[src/rtl/logic_bist_pkg.sv]
// logic_bist_pkg: shared types and constants for the gate-unit self-test.
//   state_e : sequencer states (IDLE, DRIVE, FIN)
//   NUM_VEC : number of stimulus vectors, indexed v = {A,B}
//   ERR_W   : width of the failing-vector counter
//   ERR_MAX : saturation value of the failing-vector counter
//   EXP     : expected {Y3,Y2,Y1,Y0} per vector, where
//             Y0=A&B, Y1=A|B, Y2=A^B, Y3=~(A&B)
package logic_bist_pkg;

  typedef enum logic [1:0] {
    IDLE  = 2'd0,
    DRIVE = 2'd1,
    FIN   = 2'd2
  } state_e;

  localparam int NUM_VEC = 4;
  localparam int ERR_W   = 3;
  localparam logic [ERR_W-1:0] ERR_MAX = '1;

  // EXP[0]=1000, EXP[1]=1110, EXP[2]=1110, EXP[3]=0011
  localparam logic [NUM_VEC-1:0][3:0] EXP = {4'b0011, 4'b1110, 4'b1110, 4'b1000};

endpackage

[src/rtl/logic_bist_cmp.sv]
// logic_bist_cmp: combinational compare of the gate-unit outputs against
// the expected truth-table row for the vector currently driven.
//   vec      : current vector index {A,B}
//   y        : observed gate-unit outputs {Y3,Y2,Y1,Y0}
//   mismatch : high when any output differs from the expected row
//   diff     : per-output difference (y XOR expected)
module logic_bist_cmp
  import logic_bist_pkg::*;
(
  input  logic [1:0] vec,
  input  logic [3:0] y,
  output logic       mismatch,
  output logic [3:0] diff
);

  assign diff     = y ^ EXP[vec];
  assign mismatch = |diff;

endmodule

[src/rtl/logic_bist.sv]
// logic_bist: on-chip self-test sequencer for the 2-input, 4-output gate unit.
// Drives the four {A,B} vectors, holds each for HOLD_CYCLES clocks, samples
// Y on the last hold edge and accumulates mismatch results.
//
// Ports:
//   CLK, RST_N     : clock (rising edge), asynchronous active-low reset
//   START          : request a run; accepted only in IDLE
//   A, B           : registered stimulus to the gate unit
//   Y              : gate-unit outputs {Y3,Y2,Y1,Y0}
//   BUSY           : high while vectors are being applied
//   DONE           : one-cycle pulse at the end of a run (or of each pass)
//   PASS           : run finished with no mismatches; held until next START
//   ERR_CNT        : number of failing vectors (saturates at ERR_MAX)
//   FAIL_MASK      : bit v set when vector v mismatched
//   FAIL_BITS      : OR of (Y XOR expected) over all vectors
//   state_dbg      : current sequencer state (state_e encoding)
//
// Handshake: START is a level sampled on the rising edge while in IDLE; the
// edge that samples it raises BUSY and clears the results. BUSY stays high
// until the edge that raises DONE; DONE lasts exactly one cycle, and the
// results are valid from that cycle until the next accepted START.
//
// Build option LOGIC_BIST_LOOP_EN: if START is still high when vector 3 is
// sampled, DONE pulses and the run restarts at vector 0 with results
// accumulating (sticky masks, saturating count). Without it a run is a
// single pass and START is ignored outside IDLE.
module logic_bist
  import logic_bist_pkg::*;
#(
  parameter int HOLD_CYCLES = 4
) (
  input  logic             CLK,
  input  logic             RST_N,
  input  logic             START,
  output logic             A,
  output logic             B,
  input  logic [3:0]       Y,
  output logic             BUSY,
  output logic             DONE,
  output logic             PASS,
  output logic [ERR_W-1:0] ERR_CNT,
  output logic [3:0]       FAIL_MASK,
  output logic [3:0]       FAIL_BITS,
  output logic [1:0]       state_dbg
);

  localparam logic [7:0] HOLD_LAST = 8'(HOLD_CYCLES - 1);

  state_e           state;
  logic [1:0]       vec;
  logic [7:0]       hold_cnt;
  logic             mismatch;
  logic [3:0]       diff;
  logic             sample;
  logic             loop_req;
  logic [ERR_W-1:0] err_next;
  logic [3:0]       mask_next;
  logic [3:0]       bits_next;

  logic_bist_cmp u_cmp (
    .vec      (vec),
    .y        (Y),
    .mismatch (mismatch),
    .diff     (diff)
  );

  assign sample    = (hold_cnt == HOLD_LAST);
  assign state_dbg = state;

`ifdef LOGIC_BIST_LOOP_EN
  assign loop_req = START;
`else
  assign loop_req = 1'b0;
`endif

  // Result registers as they will be after the current sample edge.
  always_comb begin
    err_next  = ERR_CNT;
    mask_next = FAIL_MASK;
    bits_next = FAIL_BITS;
    if (mismatch) begin
      if (ERR_CNT != ERR_MAX) err_next = ERR_CNT + 1'b1;
      mask_next[vec] = 1'b1;
      bits_next      = FAIL_BITS | diff;
    end
  end

  always_ff @(posedge CLK or negedge RST_N) begin
    if (!RST_N) begin
      state     <= IDLE;
      vec       <= 2'd0;
      hold_cnt  <= 8'd0;
      A         <= 1'b0;
      B         <= 1'b0;
      BUSY      <= 1'b0;
      DONE      <= 1'b0;
      PASS      <= 1'b0;
      ERR_CNT   <= '0;
      FAIL_MASK <= 4'd0;
      FAIL_BITS <= 4'd0;
    end else begin
      case (state)
        IDLE: begin
          DONE <= 1'b0;
          A    <= 1'b0;
          B    <= 1'b0;
          if (START) begin
            state     <= DRIVE;
            vec       <= 2'd0;
            hold_cnt  <= 8'd0;
            BUSY      <= 1'b1;
            PASS      <= 1'b0;
            ERR_CNT   <= '0;
            FAIL_MASK <= 4'd0;
            FAIL_BITS <= 4'd0;
          end
        end

        DRIVE: begin
          DONE <= 1'b0;
          if (sample) begin
            ERR_CNT   <= err_next;
            FAIL_MASK <= mask_next;
            FAIL_BITS <= bits_next;
            hold_cnt  <= 8'd0;
            if (vec == 2'(NUM_VEC - 1)) begin
              // End of a pass: report, then either loop or finish.
              DONE <= 1'b1;
              PASS <= (err_next == '0);
              vec  <= 2'd0;
              A    <= 1'b0;
              B    <= 1'b0;
              if (!loop_req) begin
                state <= FIN;
                BUSY  <= 1'b0;
              end
            end else begin
              vec <= vec + 2'd1;
              {A, B} <= vec + 2'd1;
            end
          end else begin
            hold_cnt <= hold_cnt + 8'd1;
          end
        end

        FIN: begin
          DONE  <= 1'b0;
          state <= IDLE;
        end

        default: state <= IDLE;
      endcase
    end
  end

endmodule

[config.mk]
export PLATFORM = sky130hd
export DESIGN_NAME = logic_bist
export DESIGN_NICKNAME = d
export VERILOG_FILES = /design/src/rtl/logic_bist_pkg.sv /design/src/rtl/logic_bist_cmp.sv /design/src/rtl/logic_bist.sv
export SDC_FILE = /design/constraint.sdc
export NUM_CORES = 1
export LEC_CHECK = 0
export BUFFER_PORTS_ARGS = -buffer_cell sky130_fd_sc_hd__buf_2
export CAP_MARGIN = 10
export CORE_UTILIZATION = 35
export CTS_CLUSTER_SIZE = 40
export DETAILED_ROUTE_END_ITERATION = 10
export SLEW_MARGIN = 30
export SYNTH_ARGS = -nofsm -noshare
export SYNTH_HDL_FRONTEND = slang
export SYNTH_SLANG_ARGS = --single-unit
[constraint.sdc]
create_clock -name CLK -period 6.4 [get_ports CLK]
set_clock_uncertainty 0.05 [all_clocks]
set_input_delay 0.64 -clock CLK [delete_from_list [all_inputs] [get_ports CLK]]
set_output_delay 0.64 -clock CLK [all_outputs]
set_load 0.03 [all_outputs]
* Word-level counts from Yosys, hierarchy flattened
Index checks and enable logic that the tools add are counted.
** Storage, ports and cells
- Input bits :: 7
- Output and inout bits :: 18
- Logic and storage cells :: 85
- Register bits :: 28
** Cells by class
- Add/sub/neg operators :: 3
- Bitwise operators :: 3
- Mux-type cells :: 44
- Equal/unequal tests :: 9
- Magnitude comparators :: 2
- Reductions and logical operators :: 13
** Operator list (count)
- 4-bit two-way mux :: 6
- 8-bit two-way mux :: 2
- 4-bit case mux with 2 select lines :: 2
- 8-bit case mux with 2 select lines :: 1
- 1-bit two-way mux :: 13
- 2-bit two-way mux :: 6
- 3-bit two-way mux :: 4
- 1-bit case mux with 2 select lines :: 5
- 8-bit by 1-bit adder with 8-bit output, second input constant :: 1
- 4-bit binary-select mux with 2-bit select :: 1
- 8-bit by 2-bit equality test with 1-bit output, second input constant :: 1
- 2-bit inequality test, second input constant :: 4
- 4-bit OR :: 2
- 2-bit case mux with 2 select lines :: 2
- 4-bit AND reduction :: 2
- 3-bit case mux with 2 select lines :: 1
- 3-bit AND reduction :: 2
- 2-bit equality test, second input constant :: 2
- 2-bit AND reduction :: 2
- 2-bit nonzero test :: 2
- 4-bit OR reduction :: 1
- 4-bit bitwise XOR :: 1
- 3-bit by 1-bit adder with 3-bit output, second input constant :: 1
- 3-bit logical NOT :: 1
- 9 further kinds :: 9

* Longest topological paths before layout
Gate-level depths: netlist of the first run.
- Word-level depth :: 9
- Mapped depth :: 7
- Depth with buffers taken out :: 6

* By module
From an unflattened synthesis of the first run, not the netlist that was laid out.
** Unflattened totals
- Cell total of the unflattened synthesis :: 137
- Area total of the unflattened synthesis :: 1490.2 um^2
** By module, submodules not included
- logic_bist :: instances 1, area each 1402.6 um^2, cells each 127, sequential area each 700.7 um^2
- logic_bist_cmp :: instances 1, area each 87.6 um^2, cells each 10, sequential area each 0.0 um^2

* Worst setup path after synthesis of the first run
Ideal clock, no wire load.
- Path kind :: register to register
- Start point :: register vec[0]
- End point :: register PASS
- Cell stages (with the launch flop) :: 8
- Data arrival time :: 2.087 ns
- Path buffers :: 1
- Clock period less this slack :: 2.203 ns
- Slack :: 4.197 ns
- Required time :: 6.284 ns
- Setup time :: 0.066 ns
- Cells stage by stage :: dfrtp_1 -> inv_1 -> ha_1 -> xor2_1 -> or4_1 -> buf_2 -> a2111oi_4 -> a22o_1
** On the way
- Word-level cells in the longest chain between the ends :: 9
- Elaborated cells on any way between the ends :: 12
- Classes of those cells :: eq/ne (2); mux (6); bitwise (1); reduce/logical (3)
** RTL lines
- from (decl) :: line logic_bist.sv:50 : logic [1:0] vec;
- from (signal assigned) :: line logic_bist.sv:138 : vec <= vec + 2'd1;
- 4-bit binary-select mux with 2-bit select :: line logic_bist_cmp.sv:16 : assign diff = y ^ EXP[vec];
- 4-bit two-way mux (implied by the code) :: line logic_bist_cmp.sv:16
- 4-bit bitwise XOR :: line logic_bist_cmp.sv:16
- 4-bit OR reduction :: line logic_bist_cmp.sv:17 : assign mismatch = |diff;
- 3-bit two-way mux :: line logic_bist.sv:81 : if (mismatch) begin
- 3-bit logical NOT :: line logic_bist.sv:129 : PASS <= (err_next == '0);
- 1-bit two-way mux :: line logic_bist.sv:126 : if (vec == 2'(NUM_VEC - 1)) begin
- 1-bit two-way mux :: line logic_bist.sv:121 : if (sample) begin
- 1-bit case mux with 2 select lines :: line logic_bist.sv:102 : case (state)
- to (signal assigned) :: line logic_bist.sv:129
- to (decl) :: line logic_bist.sv:40 : output logic PASS,
Several ways; a longest one is shown, not always the timed one. The select of a mux whose other input is x is not followed.
A chain may end at the register's enable or synchronous reset.

* Worst setup path in the final report of the first run
Same ends and word-level chain as after synthesis.

==> metrics, run 1 <==
PostCTS Resize Cnt=0; routability cong.=between 0.7 and 0.8; GRT Total Usage=0.143; Post-DP HPWL=roughly 2100 um; total number of vias=a little over 1,000; Critical Path End Type=flip-flop; Mapped Cells=between 100 and 150; Num CTS Buffers=3; I/O pins=25; Synthesized Nets=around 150; Max VDD drop=around 0.090 mV; kind of critical path=reg2reg; Setup violations, final=0; fraction of the mapped netlist area in adder cells=0.0616; post-synth top area share=0.493; clk sink count=28; Skew-Pair Late Insertion Delay=270 ps; fin area=between 1500 and 2000 um^2; initial antenna violation count=0; pwr dens=approximately 220 nW/um^2; detailed-route wire length per cell=roughly 14 um; largest family of logic cells by synthesized area=simple AND/OR/NAND/NOR gates; detailed-route vias per instance=between 5 and 6; post-synthesis mux area share=0.0467; Root Buffer Master=clkbuf_8; P&R area growth vs syn=15.1%; DP Area=~1600 um^2; outcome=finished, final reports clean; DIE HEIGHT=approximately 66 um; H-Tree Depth=1; dominant cell type by area after synthesis=dfrtp_1; post-synthesis sequential area ratio=0.493; clock slew at reported path FFs=about 100 ps; Min Clock Period, post-route=~2400 ps; die footprint=4320 um^2; fin crit share=0.373; Synth Area in XOR/XNOR=0.0493; GR Overflow Total=0; Initial DRC Count=72; hold crit path type=in2async; setup ws final=between 4000 and 5000 ps; worst-margin pin slew=between 600 and 700 ps; ant diodes=0; Synthesis Warnings=0; Slew headroom=0.585; Pre-antenna DRT Iters=3; largest net degree at the start of global routing=29; Die W=about 66 um; Nets=about 170; vias in the first global route=about 1,000; CTS tree=built; count of pins over their slew limit=0; Synth area leaders=dfrtp_1, ha_1, nor2_1, mux2_2, a22o_1; Port Buffers=24; Place WS=4040 ps; # hold bufs at CTS=0; Leak=0.816 nW; post-route ant nets=0; Initial Utilization=0.377; Synth Area per Inst=~11 um^2; setup TNS=0 ps; Post-Synth Simple-Gate Area=0.167; max_cap viols=0; CP required=6570 ps; Critical Path AT=between 2000 and 3000 ps; RSZ-0062 raised after global routing=no; final hold violation count=0; Max Buffers Root-to-Sink=2; Residual DRC=0; first-pass GRT wire length=4660 um; Std-Cell Core Area=between 3000 and 4000 um^2; Compound-Gate Fraction of Synth Area=0.149; FMAX=between 400 and 500 MHz; row count=22; CP max FO=7; post-synth cell types=38; Post-Route WL=between 2000 and 3000 um; layout cells sized above 1=0.234; WHS=about 320 ps; element type at the critical path start=flip-flop; Post-CTS Setup Inserts=0; Power, Total=approximately 0.00037 W; Yosys reg bits=28; Mapped Area=~1400 um^2
cell usage in the layout, fill, tap and decap left out, types with 2 or more instances in the layout:
master	synthesis	layout
a31oi_1	5	5
a21oi_1	6	6
nand2_1	10	10
mux2_2	4	4
nor2b_1	3	3
a22o_1	5	5
or3_1	2	2
xor2_1	4	4
clkbuf_8	0	4
dfrtp_1	28	28
xnor2_1	4	4
nor3b_1	2	2
ha_1	7	7
nand4_1	2	2
buf_2	4	24
nand3_1	2	2
nor2_1	16	16
nor3_1	2	2
o21ai_0	5	5
inv_1	5	5
critical path, cell delays in order (launching register included):
cell,delay [ps]
dfrtp_1,470
inv_1,100
ha_1,340
xor2_1,180
or4_1,670
a2111oi_4,380
a22o_1,160
path summary, 6_finish.rpt:
check	startpoint	to	slack, ps	cells past startpoint
max	vec[0]	PASS	4020	6
min	RST_N	state_dbg[1]	320	1
max reg2reg	vec[0]	PASS	4020	6
min reg2reg	FAIL_MASK[2]	FAIL_MASK[2]	450	2
max in group asynchronous	RST_N	ERR_CNT[0]	5580	1
min in group CLK	FAIL_MASK[2]	FAIL_MASK[2]	450	2
synthesized netlist by cell type:
library cell  instances
dfrtp_1              28
nor2_1               16
nand2_1              10
ha_1                  7
a21oi_1               6
a22o_1                5
a31oi_1               5
inv_1                 5
o21ai_0               5
buf_2                 4
mux2_2                4
xnor2_1               4
xor2_1                4
nor2b_1               3
nand3_1               2
nand4_1               2
nor3_1                2
nor3b_1               2
or3_1                 2
a2111oi_4             1
a21bo_2               1
a21boi_0              1
a21o_1                1
and2_1                1
and3_1                1
and4_1                1
clkbuf_1              1
clkbuf_2              1
mux2_1                1
mux2i_1               1
nand2b_1              1
nand3b_1              1
nor4_2                1
o21ba_2               1
o21bai_1              1
o41a_1                1
or2_1                 1
or4_1                 1
state kept, by name (all words and copies together), names as in the netlist:
signal	count
A	1
B	1
BUSY	1
DONE	1
ERR_CNT	3
FAIL_BITS	4
FAIL_MASK	4
PASS	1
hold_cnt	8
state_dbg	2
vec	2
layout make-up:
type	count	area [um^2]
clock buffers	4	55.1
inverters	5	18.8
flip-flops and latches	28	701
well taps	48	60.1
fillers	376	2140
multi-input cells	96	673
repair buffers	25	128
power breakdown:
part           internal [W]  switching, W
registers          0.000193     0.0000169
clock network     0.0000550     0.0000551
logic             0.0000193     0.0000268
total              0.000267     0.0000988
metal layers:
metal	wire [um]	part of all wire	GRT usage
met1	1360	0.49	0.193
met3	81	0.029	0.0208
met5	0	0	0
met4	34	0.012	0.0598
met2	1320	0.47	0.226
per-stage QoR:
stage	util	cells
6_report	0.434	206
5_1_grt	0.434	206
4_1_cts	0.434	206
3_5_place_dp	0.419	202
3_3_place_gp	0.419	202
2_1_floorplan	-	135
logic make-up (layout without fill, tap and decap cells):
kind of cell	Yosys count	count (layout)
xor+xnor	8	8
fa+ha+maj	7	7
flops	28	28
compound gates	28	28
buf+inv	11	34
mux	6	6
simple gates	47	47
No activity file was read; power rests on OpenSTA's default activity.
==> run 2, diff against run 1 <==
- clock period: 6.4 -> 2 ns (I/O delays scaled with it)
==> run 2 against run 1 <==
Net effect: worst hold slack got worse by 33 ps; global-route usage rose by 1.6 points; design area grew 12%; worst setup slack worse by 4000 ps; sequential share of layout area down 4.6 points; final cell count up 7.3%; clock-buffer cell count fell by 1; register-to-register slack got worse by 4000 ps; sequential power grew to 3.2 times the previous value; power grew to 3.6 times the previous value; critical path type unchanged.
==> metrics, run 2 (synthesis gave the netlist of run 1 again) <==
initial antenna violation count=0; Crit-path slowest cell=dfrtp_2; layout cells sized above 1=0.370; Nets=about 190; count of pins over their slew limit=0; I/O pins=25; routability cong.=approximately 0.76; outcome=finished, final reports clean; Leak=roughly 0.9 nW; DP Area=1710 um^2; detailed-route vias per instance=5.09; GRT Total Usage=0.159; CP max FO=4; largest net degree at the start of global routing=29; Min Clock Period, post-route=around 2000 ps; most frequent cells in the layout=dfrtp_1, buf_2, nor2_1; pwr dens=711 nW/um^2; CP max stage delay=about 460 ps; fin area=around 1800 um^2; post-route ant nets=0; WL met2=between 1000 and 1500 um; final hold violation count=0; Slew headroom=0.574; Internal=about 0.001 W; worst path cell trace=inv_2 > ha_4 > xor2_2 > or4_4 > a2111oi_4 > a22o_1; Critical Path AT=roughly 2200 ps; setup TNS=0 ps; H-Tree Depth=1; Power, Total=between 0.001 and 0.0015 W; Sw Pwr=about 0.00033 W; Clock Power Share=0.341; RSZ-0062 raised after global routing=yes; CP delay by family, top=flip-flops; vias in the first global route=between 1,000 and 1,500; die footprint=between 4000 and 5000 um^2; CTS tree=built; Num CTS Buffers=3; DIE HEIGHT=approximately 66 um; Residual DRC=0; Pre-antenna DRT Iters=4; leading cell type in the layout, fill and taps excluded=dfrtp_1; Skew-Pair Late Insertion Delay=between 200 and 300 ps; fin crit share=0.986; ant diodes=0; clk sink count=28; kind of critical path=reg2reg; metal3 WL=164 um; Largest regs=hold_cnt: 8 flops, FAIL_BITS: 4 flops, FAIL_MASK: 4 flops; Initial DRC Count=32; Max VDD drop=between 0.5 and 0.6 mV; Post-DP HPWL=2320 um; Max Buffers Root-to-Sink=2; switching portion of total power=0.254; hold crit path type=in2reg; CP required=between 2000 and 2500 ps; Critical Path End Type=flip-flop; first-pass GRT wire length=approximately 5200 um; M1 wire length=about 1500 um; Std-Cell Core Area=3770 um^2; worst-margin pin slew=~640 ps; Largest register FFs=8; Initial Utilization=0.377; clock slew at reported path FFs=100 ps; max_cap viols=0; Setup violations, final=0; Biggest register=hold_cnt; P&R area growth vs syn=29.3%; GR Overflow Total=0; row count=22; detailed-route wire length per cell=~14 um; Top Layer Used=met4; total number of vias=1,124; Port Buffers=24; Sequential Power Share=0.517; Post-Route WL=between 3000 and 4000 um; Die W=between 60 and 70 um; Root Buffer Master=clkbuf_8; FMAX=a little over 500 MHz; Logic pwr share=0.142; element type at the critical path start=flip-flop; Critical path buffers and inverters=1
[run 2: cell types whose count changed in the layout (fill, tap and decap cells not counted), sizes merged]
cell / delta
buf: +14
bufinv: +1
clkbuf: -1
dlygate4sd3: +1
[run 2: what timing repair did]
| action | in CTS | in global routing |
|---|---|---|
| gates cloned | 0 | 0 |
| hold buffers | 1 | 0 |
| endpoints found under the hold margin | 28 | 0 |
| setup buffers | 0 | 2 |
| pin swaps | 1 | 1 |
| setup endpoints to repair | 7 | 6 |
| gates resized for setup | 2 | 3 |
[run 2: stage by stage]
| stage | hold WS [ps] | util | setup slack, ps | cells |
|---|---|---|---|---|
| after floorplan | -146 | - | -4.50 | 135 |
| after CTS | 280 | 0.477 | 26.4 | 219 |
| after global routing | 297 | 0.487 | -34.9 | 221 |
| after detailed placement | 213 | 0.455 | -42.3 | 214 |
| after global placement | 203 | 0.455 | 3.09 | 214 |
| final | 289 | 0.487 | 28.1 | 221 |
[run 2: per-layer routing]
layer,vias to the layer above,GRT usage
met5,-,0
met4,0,0.0299
met3,2,0.0434
met2,28,0.268
met1,549,0.203
li1,545,-
[run 2: power by group through the flow]
stage          Combinational, W  Clock (W)  Sequential, W
6_report               0.000186   0.000445       0.000675
5_1_grt                0.000210   0.000473       0.000683
4_1_cts                0.000184   0.000459       0.000676
3_5_place_dp           0.000180          0       0.000685
3_3_place_gp           0.000172          0       0.000682
2_1_floorplan          0.000100          0       0.000688
[run 2: area by class of cell]
type / count / area [um^2]
well taps: 48 / 60.1
clock inverters: 1 / 30.0
repair buffers: 40 / 243
inverters: 5 / 18.8
flip-flops and latches: 28 / 703
multi-input cells: 96 / 742
clock buffers: 3 / 41.3
fillers: 347 / 1930
[run 2: worst paths after layout]
| kind | from | end | slack (ps) | depth (start not counted) |
|---|---|---|---|---|
| setup / recovery | vec[1] | PASS | 30 | 6 |
| hold / removal | Y[2] | FAIL_BITS[2] | 290 | 4 |
| setup reg to reg | vec[1] | PASS | 30 | 6 |
| hold reg to reg | BUSY | BUSY | 440 | 1 |
| max in group asynchronous | RST_N | vec[0] | 1020 | 2 |
| min in group asynchronous | RST_N | ERR_CNT[1] | 410 | 2 |
[run 2: worst reg2reg max path, stage by stage, from the launching register on]
cell,delay (ps)
dfrtp_2,460
inv_2,100
ha_4,210
xor2_2,180
or4_4,460
a2111oi_4,300
a22o_1,160
